==> src/rtl/avalon_lsu_pkg.sv <==
// Shared types and defaults for the Avalon-MM master load/store unit.
package avalon_lsu_pkg;

  typedef enum logic [1:0] {
    SZ_BYTE = 2'b00,
    SZ_HALF = 2'b01,
    SZ_WORD = 2'b10
  } mem_size_t;

  typedef enum logic [1:0] {
    IDLE = 2'b00,
    BUS  = 2'b01,
    GAP  = 2'b10
  } lsu_state_t;

  localparam int DEFAULT_TIMEOUT_CYCLES = 64;

endpackage

==> src/rtl/avalon_lane_align.sv <==
// Byte-lane steering for word-aligned buses: byteenable and store-data shifting,
// load-lane extraction with sign/zero extension, and alignment checking.
module avalon_lane_align
  import avalon_lsu_pkg::*;
(
  input  logic [1:0]  size,
  input  logic [1:0]  addr_lo,
  input  logic        sign_ext,
  input  logic [31:0] wdata,
  input  logic [31:0] rdata,
  output logic [3:0]  byteenable,
  output logic [31:0] wdata_lane,
  output logic [31:0] rdata_ext,
  output logic        misaligned
);

  mem_size_t   sz;
  logic [31:0] rdata_shr;

  assign sz         = mem_size_t'(size);
  assign wdata_lane = wdata << {addr_lo, 3'b000};
  // Half accesses are 2-byte aligned, so the same right shift picks either lane pair.
  assign rdata_shr  = rdata >> {addr_lo, 3'b000};

  always_comb begin
    byteenable = 4'b1111;
    misaligned = 1'b0;
    rdata_ext  = rdata;
    case (sz)
      SZ_BYTE: begin
        byteenable = 4'b0001 << addr_lo;
        rdata_ext  = {{24{sign_ext & rdata_shr[7]}}, rdata_shr[7:0]};
      end
      SZ_HALF: begin
        byteenable = addr_lo[1] ? 4'b1100 : 4'b0011;
        misaligned = addr_lo[0];
        rdata_ext  = {{16{sign_ext & rdata_shr[15]}}, rdata_shr[15:0]};
      end
      default: begin
        misaligned = |addr_lo;
      end
    endcase
  end

endmodule

==> src/rtl/avalon_master_lsu.sv <==
// Avalon-MM master load/store unit: one CPU access at a time, IDLE -> BUS -> GAP.
// Optional macro AVM_TIMEOUT_EN aborts a stalled access after TIMEOUT_CYCLES wait cycles.
module avalon_master_lsu
  import avalon_lsu_pkg::*;
#(
  parameter int TIMEOUT_CYCLES = DEFAULT_TIMEOUT_CYCLES
) (
  input  logic        clk,
  input  logic        reset,
  input  logic        req_valid,
  output logic        req_ready,
  input  logic        req_write,
  input  logic [1:0]  req_size,
  input  logic        req_signed,
  input  logic [31:0] req_addr,
  input  logic [31:0] req_wdata,
  output logic        resp_valid,
  output logic [31:0] resp_rdata,
  output logic        resp_err,
  output logic [31:0] address,
  output logic [3:0]  byteenable,
  output logic        read,
  output logic        write,
  output logic [31:0] writedata,
  input  logic        waitrequest,
  input  logic [31:0] readdata
);

  lsu_state_t  state, state_nxt;
  logic        op_write, op_signed, err_pending, timeout;
  logic [1:0]  op_size, op_lo;
  logic [1:0]  al_size, al_lo;
  logic        al_sign, al_mis;
  logic [3:0]  al_be;
  logic [31:0] al_wdata, al_rdata;

  // In IDLE the aligner sees the incoming request; afterwards the captured one.
  assign al_size = (state == IDLE) ? req_size      : op_size;
  assign al_lo   = (state == IDLE) ? req_addr[1:0] : op_lo;
  assign al_sign = (state == IDLE) ? req_signed    : op_signed;

  avalon_lane_align u_align (
    .size       (al_size),
    .addr_lo    (al_lo),
    .sign_ext   (al_sign),
    .wdata      (req_wdata),
    .rdata      (readdata),
    .byteenable (al_be),
    .wdata_lane (al_wdata),
    .rdata_ext  (al_rdata),
    .misaligned (al_mis)
  );

`ifdef AVM_TIMEOUT_EN
  localparam int CNT_W = $clog2(TIMEOUT_CYCLES + 1);
  logic [CNT_W-1:0] wait_cnt;

  always_ff @(posedge clk) begin
    if (reset || state != BUS) begin
      wait_cnt <= '0;
    end else if (waitrequest) begin
      wait_cnt <= wait_cnt + 1'b1;
    end
  end

  assign timeout = (state == BUS) && waitrequest &&
                   (wait_cnt == CNT_W'(TIMEOUT_CYCLES - 1));
`else
  assign timeout = 1'b0;
`endif

  always_ff @(posedge clk) begin
    if (reset) begin
      state <= IDLE;
    end else begin
      state <= state_nxt;
    end
  end

  always_comb begin
    state_nxt = state;
    case (state)
      IDLE:    if (req_valid) state_nxt = al_mis ? GAP : BUS;
      BUS:     if (!waitrequest || timeout) state_nxt = GAP;
      GAP:     state_nxt = IDLE;
      default: state_nxt = IDLE;
    endcase
  end

  always_comb begin
    req_ready = (state == IDLE);
    read      = (state == BUS) && !op_write;
    write     = (state == BUS) && op_write;
  end

  always_ff @(posedge clk) begin
    if (state == IDLE && req_valid) begin
      op_write  <= req_write;
      op_size   <= req_size;
      op_lo     <= req_addr[1:0];
      op_signed <= req_signed;
    end
  end

  always_ff @(posedge clk) begin
    if (reset) begin
      address     <= '0;
      byteenable  <= '0;
      writedata   <= '0;
      resp_valid  <= 1'b0;
      resp_rdata  <= '0;
      resp_err    <= 1'b0;
      err_pending <= 1'b0;
    end else begin
      resp_valid <= 1'b0;
      case (state)
        IDLE: begin
          if (req_valid) begin
            err_pending <= al_mis;
            if (!al_mis) begin
              address    <= {req_addr[31:2], 2'b00};
              byteenable <= al_be;
              writedata  <= al_wdata;
            end
          end
        end
        BUS: begin
          if (!waitrequest) begin
            resp_valid <= 1'b1;
            resp_err   <= 1'b0;
            resp_rdata <= op_write ? 32'h0 : al_rdata;
          end else if (timeout) begin
            resp_valid <= 1'b1;
            resp_err   <= 1'b1;
            resp_rdata <= 32'h0;
          end
        end
        GAP: begin
          // Misaligned requests report here so their latency matches a zero-wait access.
          if (err_pending) begin
            resp_valid  <= 1'b1;
            resp_err    <= 1'b1;
            resp_rdata  <= 32'h0;
            err_pending <= 1'b0;
          end
        end
        default: ;
      endcase
    end
  end

endmodule

==> config.mk <==
export PLATFORM = sky130hd
export DESIGN_NAME = avalon_master_lsu
export DESIGN_NICKNAME = d
export VERILOG_FILES = /design/src/rtl/avalon_lsu_pkg.sv /design/src/rtl/avalon_lane_align.sv /design/src/rtl/avalon_master_lsu.sv
export SDC_FILE = /design/constraint.sdc
export NUM_CORES = 1
export LEC_CHECK = 0
export CORE_UTILIZATION = 43
export CTS_CLUSTER_SIZE = 40
export DETAILED_ROUTE_END_ITERATION = 6
export MAX_ROUTING_LAYER = met4
export PLACE_DENSITY = 0.82
export SYNTH_ARGS = -nofsm -noshare
export SYNTH_HDL_FRONTEND = slang
export SYNTH_SLANG_ARGS = --single-unit
export TNS_END_PERCENT = 30
==> constraint.sdc <==
create_clock -name clk -period 2.7 [get_ports clk]
set_input_delay 0.54 -clock clk [delete_from_list [all_inputs] [get_ports clk]]
set_output_delay 0.54 -clock clk [all_outputs]
set_load 0.005 [all_outputs]
Word level (Yosys, flattened, before mapping):

Cells that the tools add are included.

* output and inout bits: 105
* logic and storage cells: 60
* bits in registers: 109

* bitwise operators: 3
* reductions and logical operators: 13
* eq/ne operators: 6
* multiplexer cells: 23
* shifts and indexed selects: 3

Operators with widths (count)
* 32-bit one-hot mux with 2 select lines: 2
* 32-bit 2-to-1 mux: 3
* 32-bit by 5-bit left shift with 32-bit output: 1
* 32-bit by 5-bit >> shifter with 16-bit output: 1
* 2-bit 2-to-1 mux: 5
* 1-bit one-hot mux with 2 select lines: 4
* 4-bit one-hot mux with 2 select lines: 1
* 1-bit 2-to-1 mux: 6
* 2-bit != test (second input constant): 3
* 3-bit AND reduction: 2
* 2-bit by 1-bit == test with 1-bit output (second input constant): 2
* 2-bit zero test: 2
* 4-bit 2-to-1 mux: 1
* 2-bit one-hot mux with 2 select lines: 1
* 2-bit AND reduction: 2
* 2-bit nonzero test: 2
* 1-bit by 2-bit left shift with 4-bit output (first input constant): 1
* 1-bit logical AND: 3
* 1-bit AND: 2
* 2-bit == test (second input constant): 1
* 2-bit OR reduction: 1
* 1-bit zero test: 1
* 1-bit inverter: 1

Depth between registers and ports, before layout:

Gate-level depths: netlist (run 1).

* depth in word-level cells: 8
* mapped depth: 12
* gate-level depth less buffers: 7

Hierarchy:

A second synthesis (run 1) with hierarchy kept.

* cell total of the unflattened synthesis: 710
* area, all modules: 5616.6 sq um

Modules (own cells, without submodules)
* avalon_master_lsu: times used 1, area each 4251.6 sq um, cells an instance 481, sequential area each 2242.2 sq um
* avalon_lane_align: times used 1, area each 1365.1 sq um, cells an instance 229, sequential area each 0.0 sq um

Least setup slack after synthesis (run 1):

No wires, ideal clock.

* path kind: flip-flop to flip-flop
* start point: reg state[0]
* end point: reg resp_rdata[19]
* setup slack: 0.359 ns
* buffers on the path: 2
* library setup time: 0.117 ns
* data arrival time: 2.224 ns
* required time: 2.583 ns
* stages on the path, launching flop included: 10
* cells stage by stage: dfxtp_1 -> inv_1 -> ha_1 -> buf_6 -> or4b_1 -> o31a_1 -> o2111a_2 -> a221oi_4 -> buf_6 -> o21ai_2

* longest elaborated chain between the ends: 8
* elaborated cells on any way between the ends: 19
* those cells by class: 5 x eq/ne; 1 x shift; 7 x mux; 2 x bitwise; 4 x reduce/logical

RTL lines
* from (decl): line avalon_master_lsu.sv:29 `lsu_state_t state, state_nxt;`
* from (signal assigned): line avalon_master_lsu.sv:76 `state <= state_nxt;`
* 2-bit zero test (*)
* named net req_ready: line avalon_master_lsu.sv:11 `output logic req_ready,`
* 2-bit 2-to-1 mux: line avalon_master_lsu.sv:39 `assign al_lo = (state == IDLE) ? req_addr[1:0] : op_lo;`
* 32-bit by 5-bit >> shifter with 16-bit output: line avalon_lane_align.sv:23 `assign rdata_shr = rdata >> {addr_lo, 3'b000};`
* 1-bit AND, on equally long branches: line avalon_lane_align.sv:37, avalon_lane_align.sv:32
* 32-bit one-hot mux with 2 select lines (*): line avalon_lane_align.sv:29 `case (sz)`
* 32-bit 2-to-1 mux (*): line avalon_master_lsu.sv:131 `resp_rdata <= op_write ? 32'h0 : al_rdata;`
* 32-bit 2-to-1 mux (*): line avalon_master_lsu.sv:128 `if (!waitrequest) begin`
* 32-bit one-hot mux with 2 select lines (*): line avalon_master_lsu.sv:116 `case (state)`
* to (signal assigned): line avalon_master_lsu.sv:131
* to (decl): line avalon_master_lsu.sv:18 `output logic [31:0] resp_rdata,`

Mark *: on every way through the listed nets, which the timed path passes. The rest lies on a longest branch. The select of a mux whose other input is x is not followed.
A chain may end at the register's enable or synchronous reset.

Worst setup path in the final report (run 1):

* start point: reg state[0]
* end point: reg writedata[16]

* longest elaborated chain between the ends: 6
* elaborated cells on any way between the ends: 10
* those cells by class: 1 x eq/ne; 1 x shift; 3 x mux; 1 x bitwise; 4 x reduce/logical

RTL lines
* 2-bit zero test (*): line avalon_master_lsu.sv:38, avalon_master_lsu.sv:39, avalon_master_lsu.sv:116
* 2-bit 2-to-1 mux, on equally long branches: line avalon_master_lsu.sv:38, avalon_master_lsu.sv:39
* 2-bit by 1-bit == test with 1-bit output (tied with other cells): line avalon_lane_align.sv:29
* 1-bit one-hot mux with 2 select lines: line avalon_lane_align.sv:29
* 1-bit inverter (no source line)
* 3-bit AND reduction (no source line)
* to (signal assigned): line avalon_master_lsu.sv:123 `writedata <= al_wdata;`
* to (decl): line avalon_master_lsu.sv:24 `output logic [31:0] writedata,`

Mark *: on every way between the ends. The rest lies on a longest branch, timed or not.

==> flow_summary.toml, run 1 <==
[die]
fp.dieArea_mm2 = 0.0119
ios = 209
die_w_um = 109
die_y_um = 109
fp.coreArea_mm2 = 0.0110
rows = 38
start_util_pct = 44.7

[synthesis]
synthAdderAreaFrac_pct = 0.761
synth.distinct_cells = 46
yosysWarnings = 0
synth_seq_area_share_pct = 45.4
syn_inst = 619
synthArstFlopShare_pct = 0
synthTopCellsByArea = "dfxtp_1 42%, nand2_1 13%, a21oi_1 7.8%"
synth_top_area_cell = "dfxtp_1"
synth_top_area_share_pct = 41.8
postSynthRegisterBits = 109
avgSynthCellArea_um2 = 7.97
synth_compound_gate_area_share_pct = 21.7
synthFlopType = "dfxtp_1"
synth_edf_count = 6
yosys-top-cells-count = "172 x nand2_1, 103 x dfxtp_1, 77 x a21oi_1, 29 x o21ai_0, 27 x nor2_1"
synth_top_family_by_area = "compound AO/OA/AOI/OAI gates"
synth_mux_area_share_pct = 5.05
yosys.area_share.simple_pct = 21.7
yosysMostFrequentCell = "nand2_1"
synth_area_mm2 = 0.00493
synth_xor_area_share_pct = 0

[cells_and_area]
design_area_mm2 = 0.00752
n_antenna_cell = 0
finalCoreUtilization_pct = 68.1
area_delta_synth_final_pct = 52.4
seq_area_mm2 = 0.00224
n_fill_cell = 913
layout-drive-gt1-share_pct = 8.85
finalNetCount = 927
multi_input_area_mm2 = 0.00248

[placed_design]
placedInstanceArea_mm2 = 0.00721
hpwl_mm = 12.1
place_congestion = 0.924
portBuffers = 206

[setup_path]
end_kind = "flop"
crit_chain = "inv_1 > ha_4 > mux2_2 > nor2_2 > buf_4 > o21a_2 > buf_4 > nor2_1 > nor3_1"
crit_required_ps = 2960
max_stage_delay_ps = 390
path_common_cell = "buf_4"
critPathLaunchType = "flop"
crit_family = "buffers and inverters"
cp_max_fo = 20
slowest_stage = "mux2_2"
critical_path_arrival_ps = 2720
path_buf_inv = 3
critical_path_class = "reg2reg"

[detailed_routing]
routed.top_layer = "met4"
wl_met1_mm = 6.93
wirelength_mm = 16.5
wl_met3_um = 979
drt_first_pass_iters = 5
drtIter0Drc = 302
ant_nets = 0
wl_met2_mm = 7.95
num_vias = 5330
routedWlPerCell_um = 17.1
vias_per_cell = 5.52
drc = 0

[sta]
hold_slack_ps = 447
setup_viol = 0
hold_viol_final = 0
tightest_slew_ps = 730
fin_crit_ps = 2460
fmax_mhz = 406
rsz0062_at_grt = "false"
period_share_pct = 91.1
finClkSkew_ps = 7.42
final-max-slew-violation-count = 0
fin_tns_setup_ps = 0
relSlewSlack_pct = 51.3

[flow_run]
drv_cap = 0

[global_route]
grt_pass1_wl_mm = 25.7
overflow = 0
grt_pass1_vias = 5300
grt_antenna_before_repair = 0
grt_start_max_net_pins = 73
grt.total_usage_pct = 28.5

[clock_tree]
tritoncts = "done"
htree_levels = 3
clock_path_buffers = 2
clockRootBuffer = "clkbuf_16"
path_clk_slew_ps = 80
numCtsBuffers = 9
cts_sinks = 109
postCtsHoldBufs = 0
worstSkewPairLatency_ps = 340

[pwr]
power.density_mw_per_mm2 = 747
leakagePower_uw = 0.00275
irDropWorstVdd_mv = 0.532

[min_path]
min_path_type = "reg2reg"

[status]
outcome = "completed"
## kinds of logic after synthesis
logic type	Yosys count
AO/OA/AOI/OAI	171
adder cells (fa/ha/maj)	3
buffers and inverters	55
flip-flops	109
multiplexers	23
other	1
AND/OR/NAND/NOR	257
## placed cells by master, fill, tap and decap left out, drive strengths merged, types with 2 or more instances in the layout
| cell type | instances |
|---|---|
| a211oi | 13 |
| a21oi | 78 |
| a2bb2oi | 7 |
| a32oi | 2 |
| buf | 32 |
| clkbuf | 9 |
| clkdlybuf4s50 | 205 |
| clkinv | 2 |
| conb | 2 |
| dfxtp | 103 |
| edfxtp | 6 |
| ha | 3 |
| inv | 10 |
| mux2 | 5 |
| mux2i | 18 |
| nand2 | 172 |
| nand2b | 4 |
| nand3 | 25 |
| nor2 | 27 |
| nor3 | 11 |
| o21ai | 47 |
| o221ai | 14 |
| or3 | 11 |
## path summary, 6_finish.rpt
kind	cells past startpoint	slack [ps]	endpoint	startpoint
worst max-delay path	9	240	writedata[16]	state[0]
worst min-delay path	2	450	resp_rdata[5]	resp_rdata[5]
worst max register to register	9	240	writedata[16]	state[0]
worst min register to register	2	450	resp_rdata[5]	resp_rdata[5]
## timing repair
action / in CTS / in global routing
resized for setup: 0 / 3
setup endpoints to repair: 0 / 59
buffers inserted: 0 / 0
## where the power goes
group          switching [uW]  internal (uW)  total (uW)
clock network             622            640        1260
registers                 125           1850        1970
logic                    1280           1100        2380
## layout make-up
| cell class | instances | share of cell area, % |
|---|---|---|
| inverter | 6 | 0.300 |
| sequential | 109 | 29.8 |
| tap | 140 | 2.33 |
| timing repair buffer | 237 | 30.8 |
| clock buffer | 9 | 3.00 |
| multi-input combinational | 457 | 33.0 |
| clock inverter | 7 | 0.749 |
## layer usage
layer | up-vias | track usage (%)
met3 | 49 | 4.06
met4 | 0 | 14.4
met1 | 2484 | 33.9
met2 | 251 | 47.0
li1 | 2546 | -
met5 | - | -
## registers in the layout, summed over array words and instances (netlist names)
register	flops
resp_rdata	32
writedata	32
address	30
byteenable	4
op_lo	2
op_size	2
state	2
err_pending	1
op_signed	1
op_write	1
resp_err	1
resp_valid	1
## stage by stage
step | total power, uW | instances | worst slack (ps)
after floorplan | 3260 | 620 | 359
after global placement | 4250 | 948 | 68.5
after detailed placement | 4310 | 948 | 0.722
after CTS | 5580 | 964 | 118
after global routing | 5940 | 965 | 85.8
final | 5620 | 965 | 239
## worst min-delay path: cells and delay by family, from the launching register on
family | cells | cell delay (ps)
flip-flops | 1 | 320
AND/OR/NAND/NOR | 2 | 90
(Power assumes the default switching activity.)
==> run 2, diff against run 1 <==
--- a/config.mk
+++ b/config.mk
@@ -5,7 +5,8 @@
 export SDC_FILE = /design/constraint.sdc
 export NUM_CORES = 1
 export LEC_CHECK = 0
-export CORE_UTILIZATION = 43
+export ABC_AREA = 1
+export CORE_UTILIZATION = 44
 export CTS_CLUSTER_SIZE = 40
 export DETAILED_ROUTE_END_ITERATION = 6
 export MAX_ROUTING_LAYER = met4
==> flow_summary.toml, run 2 <==
[status]
outcome = "completed"

[synthesis]
yosysWarnings = 0
synth.distinct_cells = 29
syn_inst = 761
synth_top_area_cell = "dfxtp_1"
synthTopCellsByArea = "dfxtp_1 40%, nand2_1 19%, a21oi_1 12%"
yosys-top-cells-count = "256 x nand2_1, 122 x a21oi_1, 103 x dfxtp_1, 60 x inv_1, 54 x nor2_1"
synth_mux_area_share_pct = 0
avgSynthCellArea_um2 = 6.81
synthArstFlopShare_pct = 0
synthAdderAreaFrac_pct = 0.724
synth_top_area_share_pct = 39.8
synth_seq_area_share_pct = 43.3
yosysMostFrequentCell = "nand2_1"
synth_edf_count = 6
synth_top_family_by_area = "simple AND/OR/NAND/NOR gates"
yosys.area_share.simple_pct = 25.4
synthFlopType = "dfxtp_1"
synth_area_mm2 = 0.00518
synth_xor_area_share_pct = 0
synth_compound_gate_area_share_pct = 20.7
postSynthRegisterBits = 109

[setup_path]
slowest_stage = "inv_2"
end_kind = "flop"
reg2regPathDepth = 14
critPathLaunchType = "flop"
crit_cells = 14
crit_chain = "inv_1 > ha_2 > inv_2 > buf_4 > nand2_1 > nand2_4 > nor2_4 > inv_2 > nand2_2 > o211ai_4 > inv_2 > buf_12 > nand2_1 > a21oi_1"
rrSetupSlack_ps = 260
crit_end = "address[7]"
crit_required_ps = 2980
path_common_cell = "inv_2"
path_buf_inv = 6
critical_path_arrival_ps = 2720
reg2reg_from = "state[1]"
cp_max_fo = 32
critical_path_class = "reg2reg"
r2r_end = "address[7]"
timing.critical_path.from = "state[1]"
crit_family = "buffers and inverters"
max_stage_delay_ps = 340

[die]
fp.coreArea_mm2 = 0.0115
fp.dieArea_mm2 = 0.0122
start_util_pct = 45.2
die_y_um = 111
die_w_um = 111
rows = 39
ios = 209

[pwr]
combinationalPowerShare_pct = 51.2
power.switching_uw = 2980
internal_power_uw = 4270
irDropWorstVdd_mv = 0.591
p_clk_share_pct = 19.2
power.density_mw_per_mm2 = 946
pwr-share-seq_pct = 29.5
leakagePower_uw = 0.00302
netSwitchingFraction_pct = 41.1

[sta]
rsz0062_at_grt = "false"
final-max-slew-violation-count = 0
fmax_mhz = 410
hold_viol_final = 0
relSlewSlack_pct = 38.7
setup_viol = 0
period_share_pct = 90.4
tightest_slew_ps = 919
hold_slack_ps = 464
fin_crit_ps = 2440
finClkSkew_ps = 8.88

[global_route]
grt_pass1_vias = 5405
overflow = 0
use_met1_pct = 33.6
grt_start_max_net_pins = 88
gr-usage-met2_pct = 45.7
grt_antenna_before_repair = 0
gr-max-usage-layer = "met2"
grt.total_usage_pct = 28.1
grt_pass1_wl_mm = 26.9
use_met3_pct = 6.09

[placed_design]
hpwl_mm = 11.6
place_inst = 1081
portBuffers = 206
place_congestion = 0.940

[cells_and_area]
final_cell_mix = "256 x nand2_1, 205 x clkdlybuf4s50_1, 122 x a21oi_1, 103 x dfxtp_1, 60 x inv_1"
area_delta_synth_final_pct = 47.8
final_common_cell = "nand2_1"
n_antenna_cell = 0
finalNetCount = 1056
n_fill_cell = 989
multi_input_area_mm2 = 0.00245
layout-drive-gt1-share_pct = 5.87
instances_no_fill = 1097
largestRegisters = "resp_rdata x32, writedata x32, address x30"
seq_area_mm2 = 0.00224

[clock_tree]
numCtsBuffers = 9
cts_sinks = 109
post_cts_buffers = 0
path_clk_slew_ps = 70
htree_levels = 3
tritoncts = "done"
clockRootBuffer = "clkbuf_16"
clock_path_buffers = 2
worstSkewPairLatency_ps = 360

[detailed_routing]
drtIter0Drc = 524
drt_first_pass_iters = 5
vias_per_cell = 5.22
num_vias = 5721
drc = 0
wirelength_mm = 16.6
routedWlPerCell_um = 15.1
ant_nets = 0

[min_path]
hp-start = "address[8]"
min_path_type = "reg2reg"

[flow_run]
drv_cap = 0
## run 2: changes by cell type in the layout (fill, tap and decap cells not counted), sizes merged, moves of 12 or more
| cell | delta |
|---|---|
| o221ai | -13 |
| inv | +57 |
| mux2i | -18 |
| a211oi | -13 |
| nor2 | +29 |
| a21oi | +44 |
| a22oi | +12 |
| nand2 | +92 |
| nand3 | -19 |
## run 2: worst min path at each step
stage	end	slack [ps]	depth (start not counted)
after global routing	address[8]	480	2
after CTS	resp_rdata[7]	470	2
after detailed placement	resp_rdata[7]	450	2
final	address[8]	460	2
after floorplan	resp_valid	450	2
after global placement	address[2]	450	2
## run 2: cell families (layout without fill, tap and decap cells)
logic type	after synthesis	after routing
buf+inv	114	306
compound gates	200	200
simple gates	334	334
other cells	1	2
fa+ha+maj	3	3
flops	109	109
## run 2: final cells by class
cell class                 count  area share (%)
timing repair buffer         226            29.3
tap                          143            2.34
sequential                   109            29.3
inverter                      64            3.14
clock buffer                  11            3.17
multi-input combinational    539            32.0
clock inverter                 5           0.833
## run 2: power groups by stage
stage	logic, uW	registers [uW]	clock network [uW]
2_1_floorplan	2210	2190	0
3_3_place_gp	3640	2160	0
4_1_cts	3680	2140	1420
5_1_grt	4100	2180	1480
3_5_place_dp	3670	2170	0
6_report	3710	2140	1390
## run 2: worst min-delay path: cells and delay by family (launching register included)
| family | cells | cell delay (ps) |
|---|---|---|
| AOI/OAI and AO/OA | 1 | 50 |
| and+or+nand+nor | 1 | 60 |
| DFF | 1 | 310 |
## run 2: per-stage QoR
step	power, uW	instance area (um^2)	setup WS, ps	util, %	setup TNS (ps)
6_report	7240	7660	260	66.8	0
5_1_grt	7760	7660	59.0	66.8	0
4_1_cts	7240	7650	134	66.8	0
3_5_place_dp	5850	7350	-74.8	64.1	-251
3_3_place_gp	5800	7350	21.8	64.1	0
2_1_floorplan	4400	5190	740	-	0
## run 2: routing by layer
| layer | share of wire (%) | wire [um] | up-vias |
|---|---|---|---|
| met3 | 8.6 | 1430 | 32 |
| li1 | - | - | 2821 |
| met4 | 2.5 | 421 | 0 |
| met1 | 41 | 6810 | 2609 |
| met5 | 0 | 0 | - |
| met2 | 48 | 7950 | 259 |
## run 2: timing repair
action                     4_1_cts  5_1_grt
gates resized for setup          0        2
hold buffers                     0        0
setup endpoints to repair        0       45
==> run 3, diff against run 2 <==
--- a/config.mk
+++ b/config.mk
@@ -6,11 +6,11 @@
 export NUM_CORES = 1
 export LEC_CHECK = 0
 export ABC_AREA = 1
-export CORE_UTILIZATION = 44
+export CORE_UTILIZATION = 47
 export CTS_CLUSTER_SIZE = 40
 export DETAILED_ROUTE_END_ITERATION = 6
 export MAX_ROUTING_LAYER = met4
-export PLACE_DENSITY = 0.82
+export PLACE_DENSITY = 0.87
 export SYNTH_ARGS = -nofsm -noshare
 export SYNTH_HDL_FRONTEND = slang
 export SYNTH_SLANG_ARGS = --single-unit
==> constraint.sdc (replaced) <==
create_clock -name clk -period 2.95 [get_ports clk]
set_input_delay 0.59 -clock clk [delete_from_list [all_inputs] [get_ports clk]]
set_output_delay 0.59 -clock clk [all_outputs]
set_load 0.005 [all_outputs]
==> flow_summary.toml, run 3 (synthesis gave the netlist of run 2 again) <==
[status]
outcome = "completed"

[cells_and_area]
largestRegisters = "resp_rdata x32, writedata x32, address x30"
final_common_cell = "nand2_1"
n_antenna_cell = 0
layout-drive-gt1-share_pct = 5.27
area_delta_synth_final_pct = 44.5
instances_no_fill = 1084
finalNetCount = 1050
n_fill_cell = 870
final_cell_mix = "256 x nand2_1, 205 x clkdlybuf4s50_1, 122 x a21oi_1, 103 x dfxtp_1, 60 x inv_1"
design_area_mm2 = 0.00749
finalCoreUtilization_pct = 71.3

[placed_design]
place_inst = 1068
hpwl_mm = 11.6
placedInstanceArea_mm2 = 0.00726
place_congestion = 1.00
portBuffers = 206

[flow_run]
drv_cap = 0

[setup_path]
reg2reg_from = "state[1]"
crit_required_ps = 3180
critPathLaunchType = "flop"
critical_path_arrival_ps = 2860
end_kind = "flop"
critical_path_class = "reg2reg"
timing.critical_path.from = "state[1]"
cp_max_fo = 27

[detailed_routing]
drt_first_pass_iters = 7
routedWlPerCell_um = 15.1
vias_per_cell = 5.25
num_vias = 5694
ant_nets = 0
drc = 0
wirelength_mm = 16.3
drtIter0Drc = 345

[clock_tree]
clock_path_buffers = 2
tritoncts = "done"
cts_sinks = 109
worstSkewPairLatency_ps = 380
path_clk_slew_ps = 110
postCtsHoldBufs = 0
htree_levels = 3
clockRootBuffer = "clkbuf_8"
numCtsBuffers = 9

[global_route]
use_met1_pct = 34.2
gr-max-usage-layer = "met2"
grt_antenna_before_repair = 0
overflow = 0
grt.total_usage_pct = 28.7
gr-usage-met2_pct = 48.1
grt_start_max_net_pins = 88
grt_pass1_vias = 5122
use_met3_pct = 6.81
grt_pass1_wl_mm = 25.3

[pwr]
power.density_mw_per_mm2 = 833
irDropWorstVdd_mv = 0.807
leakagePower_uw = 0.00294

[sta]
rsz0062_at_grt = "false"
fmax_mhz = 380
setup_viol = 0
fin_tns_setup_ps = 0
hold_viol_final = 0
relSlewSlack_pct = 35.1
fin_crit_ps = 2630
period_share_pct = 89.3
finClkSkew_ps = 14.9
final-max-slew-violation-count = 0
tightest_slew_ps = 972

[die]
rows = 37
fp.coreArea_mm2 = 0.0105
fp.dieArea_mm2 = 0.0115
die_w_um = 107
start_util_pct = 49.3
die_y_um = 107
ios = 209

[min_path]
hp-start = "address[2]"
min_path_type = "reg2reg"
[run 3: final timing paths]
path	endpoint	slack, ps	depth (start not counted)
worst max register to register	resp_rdata[31]	320	11
worst min-delay path	address[2]	470	2
worst min register to register	address[2]	470	2
worst max-delay path	resp_rdata[31]	320	11
[run 3: through the flow]
| step | setup slack (ps) | total power [uW] | hold slack, ps |
|---|---|---|---|
| 2_1_floorplan | 990 | 4020 | 446 |
| 3_3_place_gp | 132 | 5180 | 452 |
| 3_5_place_dp | 68.2 | 5240 | 454 |
| 4_1_cts | 75.6 | 6220 | 472 |
| 5_1_grt | 83.1 | 6670 | 488 |
| 6_report | 316 | 6240 | 470 |
[run 3: routing by layer]
layer / share of wire (%) / vias up
li1: - / 2797
met1: 40 / 2578
met2: 48 / 285
met3: 10 / 34
met4: 2.2 / 0
met5: 0 / -
[run 3: repair_timing]
item,4_1_cts,5_1_grt
resized for setup,0,4
setup endpoints to repair,0,73
setup buffers,0,0
[run 3: cell type report]
cell class / instances / area, um^2 / share of cell area (%)
multi-input cells: 539 / 2450 / 32.7
flip-flops and latches: 109 / 2240 / 29.9
repair buffers: 220 / 2170 / 28.9
inverters: 64 / 243 / 3.24
well taps: 136 / 170 / 2.27
clock buffers: 9 / 124 / 1.65
clock inverters: 7 / 97.6 / 1.30
[run 3: worst max-delay path, stage by stage, from the launching register on]
cell,delay [ps]
dfxtp_1,370
inv_1,80
ha_1,360
o21ai_2,520
inv_2,80
buf_4,240
nor2_1,110
nor2_1,60
nand2_2,190
nand2_2,250
nand2_1,150
a21oi_1,70
[run 3: where the power goes]
group / internal (uW) / switching [uW]
Sequential: 1800 / 154
Clock: 423 / 577
Combinational: 1310 / 1970
